<file path="config.mk">
export PLATFORM = sky130hd
export DESIGN_NAME = regfile_wr_arbiter
export DESIGN_NICKNAME = d
export VERILOG_FILES = /design/src/rtl/regfile_wr_arbiter.sv
export SDC_FILE = /design/constraint.sdc
export NUM_CORES = 1
export LEC_CHECK = 0
export BUFFER_PORTS_ARGS = -buffer_cell sky130_fd_sc_hd__buf_2
export CORE_MARGIN = 8
export CORE_UTILIZATION = 45
export DETAILED_ROUTE_END_ITERATION = 12
export GPL_TIMING_DRIVEN = 0
export PLACE_DENSITY = 0.81
export SYNTH_ARGS = -nofsm -noshare
export SYNTH_HDL_FRONTEND = slang
export SYNTH_SLANG_ARGS = --single-unit
</file>
<file path="constraint.sdc">
create_clock -name clk_i -period 4.4 [get_ports clk_i]
set_clock_uncertainty 0.05 [all_clocks]
set_input_delay 0.22 -clock clk_i [delete_from_list [all_inputs] [get_ports clk_i]]
set_output_delay 0.22 -clock clk_i [all_outputs]
set_load 0.01 [all_outputs]
</file>
<file path="src/rtl/regfile_wr_arbiter.sv">
// Write-port owner for the 32x32 regfile: arbitrates NUM_REQ writeback sources and zeroes
// x1..x(NUM_REGS-1) after reset or clear_i. Define RF_ARB_FIXED_PRIO_EN for fixed priority.
module regfile_wr_arbiter #(
    parameter int unsigned NUM_REQ  = 3,
    parameter int unsigned NUM_REGS = 32,
    parameter int unsigned ADDR_W   = 6,
    parameter int unsigned DATA_W   = 32
) (
    input  logic                      clk_i,
    input  logic                      rst_ni,
    input  logic [NUM_REQ-1:0]        req_valid_i,
    input  logic [NUM_REQ*ADDR_W-1:0] req_addr_i,
    input  logic [NUM_REQ*DATA_W-1:0] req_data_i,
    output logic [NUM_REQ-1:0]        req_ready_o,
    input  logic                      clear_i,
    output logic                      busy_o,
    output logic                      we3_o,
    output logic [ADDR_W-1:0]         a3_o,
    output logic [DATA_W-1:0]         wd3_o
);

    localparam int unsigned       IDX_W      = $clog2(NUM_REQ);
    localparam logic [ADDR_W-1:0] LAST_ADDR  = ADDR_W'(NUM_REGS - 1);
    localparam logic [ADDR_W:0]   NUM_REGS_W = (ADDR_W + 1)'(NUM_REGS);

    if (NUM_REQ < 2 || NUM_REQ > 8) begin : gen_bad_num_req
        $error("regfile_wr_arbiter: NUM_REQ must be in 2..8");
    end
    if (NUM_REGS < 2 || NUM_REGS > (1 << ADDR_W)) begin : gen_bad_num_regs
        $error("regfile_wr_arbiter: NUM_REGS must fit in ADDR_W bits");
    end

    typedef enum logic [0:0] {StClr, StArb} state_e;

    state_e            state_q;
    logic [ADDR_W-1:0] clr_addr_q;
    logic              we3_q;
    logic [ADDR_W-1:0] a3_q;
    logic [DATA_W-1:0] wd3_q;
`ifndef RF_ARB_FIXED_PRIO_EN
    logic [IDX_W-1:0]  rr_ptr_q;
`endif

    logic              accept;
    logic [IDX_W-1:0]  cand;
    logic [IDX_W-1:0]  grant_idx;
    logic [NUM_REQ-1:0] grant;
    logic [ADDR_W-1:0] sel_addr;
    logic [DATA_W-1:0] sel_data;
    logic              addr_ok;

    // A pending clear wins over all requests in ARB.
    always_comb begin
        accept    = 1'b0;
        cand      = '0;
        grant_idx = '0;
        sel_addr  = '0;
        sel_data  = '0;
        if (state_q == StArb && !clear_i) begin
            for (int unsigned i = 0; i < NUM_REQ; i++) begin
`ifdef RF_ARB_FIXED_PRIO_EN
                cand = IDX_W'(i);
`else
                cand = IDX_W'((32'(rr_ptr_q) + 32'd1 + i) % NUM_REQ);
`endif
                if (!accept && req_valid_i[cand]) begin
                    accept    = 1'b1;
                    grant_idx = cand;
                end
            end
        end
        for (int unsigned i = 0; i < NUM_REQ; i++) begin
            if (grant_idx == IDX_W'(i)) begin
                sel_addr = req_addr_i[i*ADDR_W +: ADDR_W];
                sel_data = req_data_i[i*DATA_W +: DATA_W];
            end
        end
    end

    assign grant   = accept ? (NUM_REQ'(1) << grant_idx) : '0;
    // x0 is hardwired and out-of-range addresses have no backing register.
    assign addr_ok = (sel_addr != '0) && ({1'b0, sel_addr} < NUM_REGS_W);

    always_ff @(posedge clk_i) begin
        if (!rst_ni) begin
            state_q    <= StClr;
            clr_addr_q <= ADDR_W'(1);
            we3_q      <= 1'b0;
            a3_q       <= '0;
            wd3_q      <= '0;
`ifndef RF_ARB_FIXED_PRIO_EN
            rr_ptr_q   <= IDX_W'(NUM_REQ - 1);
`endif
        end else begin
            case (state_q)
                StClr: begin
                    we3_q      <= 1'b1;
                    a3_q       <= clr_addr_q;
                    wd3_q      <= '0;
                    clr_addr_q <= clr_addr_q + ADDR_W'(1);
                    if (clr_addr_q == LAST_ADDR) begin
                        state_q <= StArb;
                    end
                end
                StArb: begin
                    we3_q <= 1'b0;
                    if (clear_i) begin
                        state_q    <= StClr;
                        clr_addr_q <= ADDR_W'(1);
                    end else if (accept) begin
`ifndef RF_ARB_FIXED_PRIO_EN
                        rr_ptr_q <= grant_idx;
`endif
                        if (addr_ok) begin
                            we3_q <= 1'b1;
                            a3_q  <= sel_addr;
                            wd3_q <= sel_data;
                        end
                    end
                end
                default: state_q <= StClr;
            endcase
        end
    end

    assign req_ready_o = grant;
    assign busy_o      = (state_q == StClr);
    assign we3_o       = we3_q;
    assign a3_o        = a3_q;
    assign wd3_o       = wd3_q;

endmodule

</file>
==> implementation parameters, run 1 <==
Parameter                              Value

Clock network
  Number of levels the H-tree was split into    2
  Largest buffer count on any clock path    2
  Post-cts repair resize count    0
  Number of hold buffers added after cts    0
  TritonCTS clock tree    yes
  Number of buffers created by CTS    5
  Post-CTS Setup Repair Bufs    0
  Buffer cell driving the clock tree root    clkbuf_8
  Clock edge transition at the registers on the reported setup and hold paths    90 ps
  Clk sink count    48
  Clock latency at the later pin of the worst-skew pair    300 ps

Synth
  Proportion of synthesized chip area in sequential cells    0.330
  Warning count from the yosys run    0
  Fraction of registers with async set or reset after synthesis    0
  Commonest register cell after synthesis    dfxtp_1
  Post-synth EDFFs    0
  Average cell area after synthesis    8.23 µm²
  Area share of the largest cell type after synthesis    0.330
  Number of distinct library cells after synthesis    47
  Net count of the mapped netlist    479
  Cell type contributing the most total cell area after synthesis    dfxtp_1
  Cell count after synthesis    354
  Cell area after synthesis    2910 µm²
  Synth top area cells    dfxtp_1, mux2i_1, nand2_1
  Post-synthesis register bit count    48

Worst setup path
  Crit path DAT    3780 ps
  Crit path required time    4130 ps
  Class of the most critical setup path    flop to output port
  Slack of the worst reg-to-reg path    470 ps
  Critical path startpoint category    flop
  Crit-path max FO    10
  Worst Setup End Kind    output port

Global routing
  Maximum number of pins on one net before global-route repair    15
  Total global routing track utilization    0.216
  Total congestion overflow    0
  Antenna violations before repair    0
  Wire length of the first global-routing pass    16,000 µm
  Met3 track demand over resource    0.0634
  Gr busiest metal    met2
  Met1 GRT Util    0.252
  Number of global-route vias before repair    3,456
  GR Layer Usage met2    0.378

Placement
  Post-DP Area    3820 µm²
  Placer's final routability congestion estimate    0.854
  Half-perimeter wire length after detailed placement    8490 µm
  PortBufs    162

Cells and area
  Post-route cell area    3900 µm²
  Layout-stage area growth over the synthesis result    33.9%
  Layout Nets    648
  Most common library cell in the layout ignoring fill and taps    buf_2
  Fin util    0.618
  Most frequent cells in the layout    buf_2, nand2_1, dfxtp_1
  Share of post-route cells with drive strength above 1    0.365
  ANT cells    0
  Layout filler cell count    586

Run status
  Status    completed

Floorplan
  Row count    29
  Core area    6310 µm²
  Vertical extent of the die    96.5 µm
  Width of the die    96.5 µm
  Initial core utilization    0.461
  Count of boundary I/O pins    163
  Area enclosed by the die boundary    9300 µm²

Timing
  Transition time at the pin with the least slew margin    722 ps
  Remaining max-slew budget at the tightest pin    0.519
  Period minus WS final    4050 ps
  F_max    0.247 GHz
  Pins Over Slew Limit    0
  Crit share post-route    0.920
  Final number of setup-violating endpoints    0
  Aggregate negative setup slack    0 ps
  Worst hold slack after final layout    189 ps
  Unrepaired setup endpoints after global routing    false
  Final number of hold-violating endpoints    0

Detailed routing
  Count of antenna-violating nets left after detailed routing    0
  Via total after detailed routing    3,399
  Post-DR vias/cell    5.67
  Number of iterations in the first detailed-routing pass    5
  DRT Wirelength    10,500 µm
  DRC viols    0
  Detailed-route wire length per cell    17.4 µm
  Initial DRC Count    225

Pwr
  Total power divided by cell area    210 nW/µm²
  Sum of internal, switching and leakage power    819 µW
  Leakage    0.00179 µW
  Peak supply drop    0.120 mV

Job
  Maxcap violations    0

Worst hold path
  Hold Path Class    primary input to flop
==> Yosys cell counts (4+ instances only) <==
library cell / number
a21oi_1: 10
a222oi_1: 22
buf_2: 5
clkbuf_1: 16
dfxtp_1: 48
ha_1: 5
inv_1: 7
mux2i_1: 36
nand2_1: 63
nand2b_1: 21
nand3_1: 16
nor2_1: 15
o2111ai_1: 4
o211ai_1: 12
o21ai_0: 16
o311ai_1: 4
==> path summary, 6_finish.rpt <==
path                  startpoint             end  cells past startpoint
setup / recovery     rr_ptr_q[0]  req_ready_o[1]                     11
hold reg to reg        wd3_o[12]       wd3_o[12]                      2
setup reg to reg     rr_ptr_q[0]       wd3_o[16]                     13
hold / removal    req_data_i[93]       wd3_o[29]                      3
==> per-stage QoR <==
step	std cells	setup WS, ps
floorplan	354	947
global route	600	157
finish	600	350
CTS	600	368
detailed placement	593	501
global placement	593	631
==> layout make-up <==
class                      instances  area (µm²)  area share
sequential                        48         961       0.246
inverter                          10        37.5     0.00962
tap                               77        96.3      0.0247
buffer                            27         123      0.0314
multi-input combinational        269        1790       0.459
clock buffer                       5        68.8      0.0176
clock inverter                     2        12.5     0.00321
timing repair buffer             162         811       0.208
==> critical path, cell delays in order (launching register included) <==
cell and delay, ps:
dfxtp_1 390, inv_1 80, ha_1 390, or2_1 250, a32o_1 320, nor3_1 250
o21ai_2 130, inv_2 140, buf_2 260, buf_1 510, clkbuf_1 520, buf_2 240
==> per-layer routing <==
layer  wire length (µm)  vias up  part of all wire
met5                  0        -                 0
met2               5110      170              0.49
met1               4140     1557              0.40
li1                   -     1654                 -
met3               1050       18              0.10
met4                166        0             0.016
==> logic make-up after synthesis <==
family / count (synthesis) / share of synthesized area
adders and majority gates: 5 / 0.0215
AOI/OAI and AO/OA: 87 / 0.230
and+or+nand+nor: 137 / 0.224
DFF: 48 / 0.330
buffers and inverters: 37 / 0.0550
muxes: 40 / 0.139
==> where the power goes <==
part	switching [µW]	total [µW]	internal (µW)	leakage, µW
clock network	146	254	108	0.0000400
registers	5.39	445	440	0.000388
logic	53.8	120	65.9	0.00136
==> sequential cells by signal, summed over array words and instances (netlist names) <==
signal and flops:
wd3_o 32, a3_o 6, clr_addr_q 6, rr_ptr_q 2, state_q 1, we3_o 1
(Power assumes the default switching activity.)
==> run 2, diff against run 1 <==
==> config.mk (replaced) <==
export PLATFORM = sky130hd
export DESIGN_NAME = regfile_wr_arbiter
export DESIGN_NICKNAME = d
export VERILOG_FILES = /design/src/rtl/regfile_wr_arbiter.sv
export SDC_FILE = /design/constraint.sdc
export NUM_CORES = 1
export LEC_CHECK = 0
export CORE_MARGIN = 8
export CORE_UTILIZATION = 61
export DETAILED_ROUTE_END_ITERATION = 12
export DONT_BUFFER_PORTS = 1
export GPL_TIMING_DRIVEN = 0
export PLACE_DENSITY = 0.77
export SETUP_SLACK_MARGIN = 0.15
export SLEW_MARGIN = 5
export SYNTH_ARGS = -nofsm -noshare
export SYNTH_HDL_FRONTEND = slang
export SYNTH_SLANG_ARGS = --single-unit
==> run 2 against run 1 <==
  * Sequential share of layout area increased by 6.6 points
  * Register-to-register slack gained 60 ps
  * Flip-flop and latch count stayed put
  * Clock-buffer cell count unchanged
  * Global-route usage rose by 2.8 points
  * Maximum frequency rose by 4.7%
  * Design area fell by 21%
  * Final cell count decreased by 31%
  * Via count fell by 18%
  * Total power fell by 4.2%
  * Sequential power about the same
  * Die area down 22%
  * Critical endpoint is now wd3_o[22]
==> implementation parameters, run 2 (synthesis results as in run 1) <==
Parameter                              Value

Clock network
  Number of hold buffers added after cts    0
  Buffer cell driving the clock tree root    clkbuf_8
  Post-cts repair resize count    0
  Largest buffer count on any clock path    2
  Post-CTS Setup Repair Bufs    0
  Clock edge transition at the registers on the reported setup and hold paths    100 ps
  Number of buffers created by CTS    5
  Number of levels the H-tree was split into    2
  Clock latency at the later pin of the worst-skew pair    310 ps
  Clk sink count    48
  TritonCTS clock tree    yes

Cells and area
  Share of post-route cells with drive strength above 1    0.0829
  Max reg flops    32
  ANT cells    0
  Most frequent cells in the layout    nand2_1, dfxtp_1, mux2i_1
  Most common library cell in the layout ignoring fill and taps    nand2_1
  Layout filler cell count    420
  Layout-stage area growth over the synthesis result    5.50%
  Layout Nets    486

Run status
  Status    completed

Global routing
  Total global routing track utilization    0.245
  Total congestion overflow    0
  Maximum number of pins on one net before global-route repair    17
  Number of global-route vias before repair    2,683
  Wire length of the first global-routing pass    14,100 µm
  Antenna violations before repair    0

Worst setup path
  Worst setup path startpoint    rr_ptr_q[0]
  Worst r2r path cells    13
  Worst Setup End Kind    flop
  Critical path startpoint category    flop
  Crit path DAT    4060 ps
  Class of the most critical setup path    flop to flop
  Worst flop-to-flop path startpoint    rr_ptr_q[0]
  Crit-path max FO    10
  Crit path required time    4600 ps
  Slack of the worst reg-to-reg path    530 ps
  RR Endpoint    wd3_o[22]
  Timing endpoint of the critical path    wd3_o[22]

Floorplan
  Vertical extent of the die    85.1 µm
  Core area    4660 µm²
  Row count    25
  Area enclosed by the die boundary    7240 µm²
  Count of boundary I/O pins    163
  Width of the die    85.1 µm
  Initial core utilization    0.625

Placement
  Placer's final routability congestion estimate    0.811
  Half-perimeter wire length after detailed placement    7560 µm
  Worst slack at placement    567 ps
  PortBufs    0

Timing
  Final number of hold-violating endpoints    0
  Period minus WS final    3870 ps
  Unrepaired setup endpoints after global routing    false
  Final number of setup-violating endpoints    0
  Crit share post-route    0.879
  Transition time at the pin with the least slew margin    707 ps
  Post-route setup slack    532 ps
  Aggregate negative setup slack    0 ps
  F_max    0.259 GHz
  Remaining max-slew budget at the tightest pin    0.524
  Pins Over Slew Limit    0

Detailed routing
  Wire length on met1    3560 µm
  Top routing layer in use    met4
  Routed wire length on met2    4620 µm
  Count of antenna-violating nets left after detailed routing    0
  Detailed-route wire length per cell    22.6 µm
  Post-DR vias/cell    6.72
  Initial DRC Count    239
  Total length of routed met3 wires    1080 µm
  Number of iterations in the first detailed-routing pass    9
  Via total after detailed routing    2,795
  DRC viols    0
  DRT Wirelength    9420 µm

Pwr
  Total power divided by cell area    255 nW/µm²
  Peak supply drop    0.159 mV
  Leakage    0.00109 µW

Worst hold path
  Hold Path Class    primary input to flop

Job
  Maxcap violations    0
## run 2: cell types whose count changed in the layout (fill, tap and decap cells not counted), sizes merged
cell	before	now
buf	173	11
clkinvlp	1	2
## run 2: power by group
part,internal (µW),switching (µW),total [µW]
clock,113,163,276
combinational,28.1,33.6,61.7
sequential,440,7.09,447
## run 2: final cells by class
| type | instances | area, µm² | area share |
|---|---|---|---|
| clock buffer | 5 | 68.8 | 0.0224 |
| tap | 54 | 67.6 | 0.0220 |
| sequential | 48 | 961 | 0.313 |
| clock inverter | 3 | 23.8 | 0.00774 |
| inverter | 10 | 37.5 | 0.0122 |
| buffer | 27 | 123 | 0.0399 |
| multi-input combinational | 269 | 1790 | 0.583 |
## run 2: layer usage
| layer | vias to the layer above | track usage |
|---|---|---|
| li1 | 1327 | - |
| met1 | 1299 | 0.263 |
| met2 | 155 | 0.425 |
| met3 | 14 | 0.101 |
| met4 | 0 | 0.0744 |
| met5 | - | 0 |
## run 2: critical path, cell delays in order (launching register included)
cell	delay (ps)
dfxtp_1	390
inv_1	80
ha_1	390
or2_1	240
a32o_1	320
o32a_2	440
inv_2	80
mux2_1	300
mux2_2	300
or2_0	200
buf_2	170
a31oi_2	330
buf_4	290
mux2i_1	210
## run 2: worst min path at each step
stage / start / to / slack (ps) / depth (start not counted)
detailed placement: rst_ni / wd3_o[2] / 340 / 2
finish: rst_ni / wd3_o[2] / 10 / 2
CTS: rst_ni / wd3_o[2] / 10 / 2
global route: rst_ni / wd3_o[0] / 10 / 2
global placement: rst_ni / wd3_o[2] / 330 / 2
floorplan: rst_ni / wd3_o[2] / 330 / 2
## run 2: per-stage QoR
stage               utilization  hold WS, ps  instances  instance area [µm²]  power [µW]
finish                    0.659         14.6        416                 3070         784
global route              0.659         12.2        416                 3070         809
CTS                       0.659         12.4        416                 3070         785
detailed placement        0.639          339        408                 2980         518
global placement          0.639          335        408                 2980         516
floorplan                     -          325        354                 2910         505
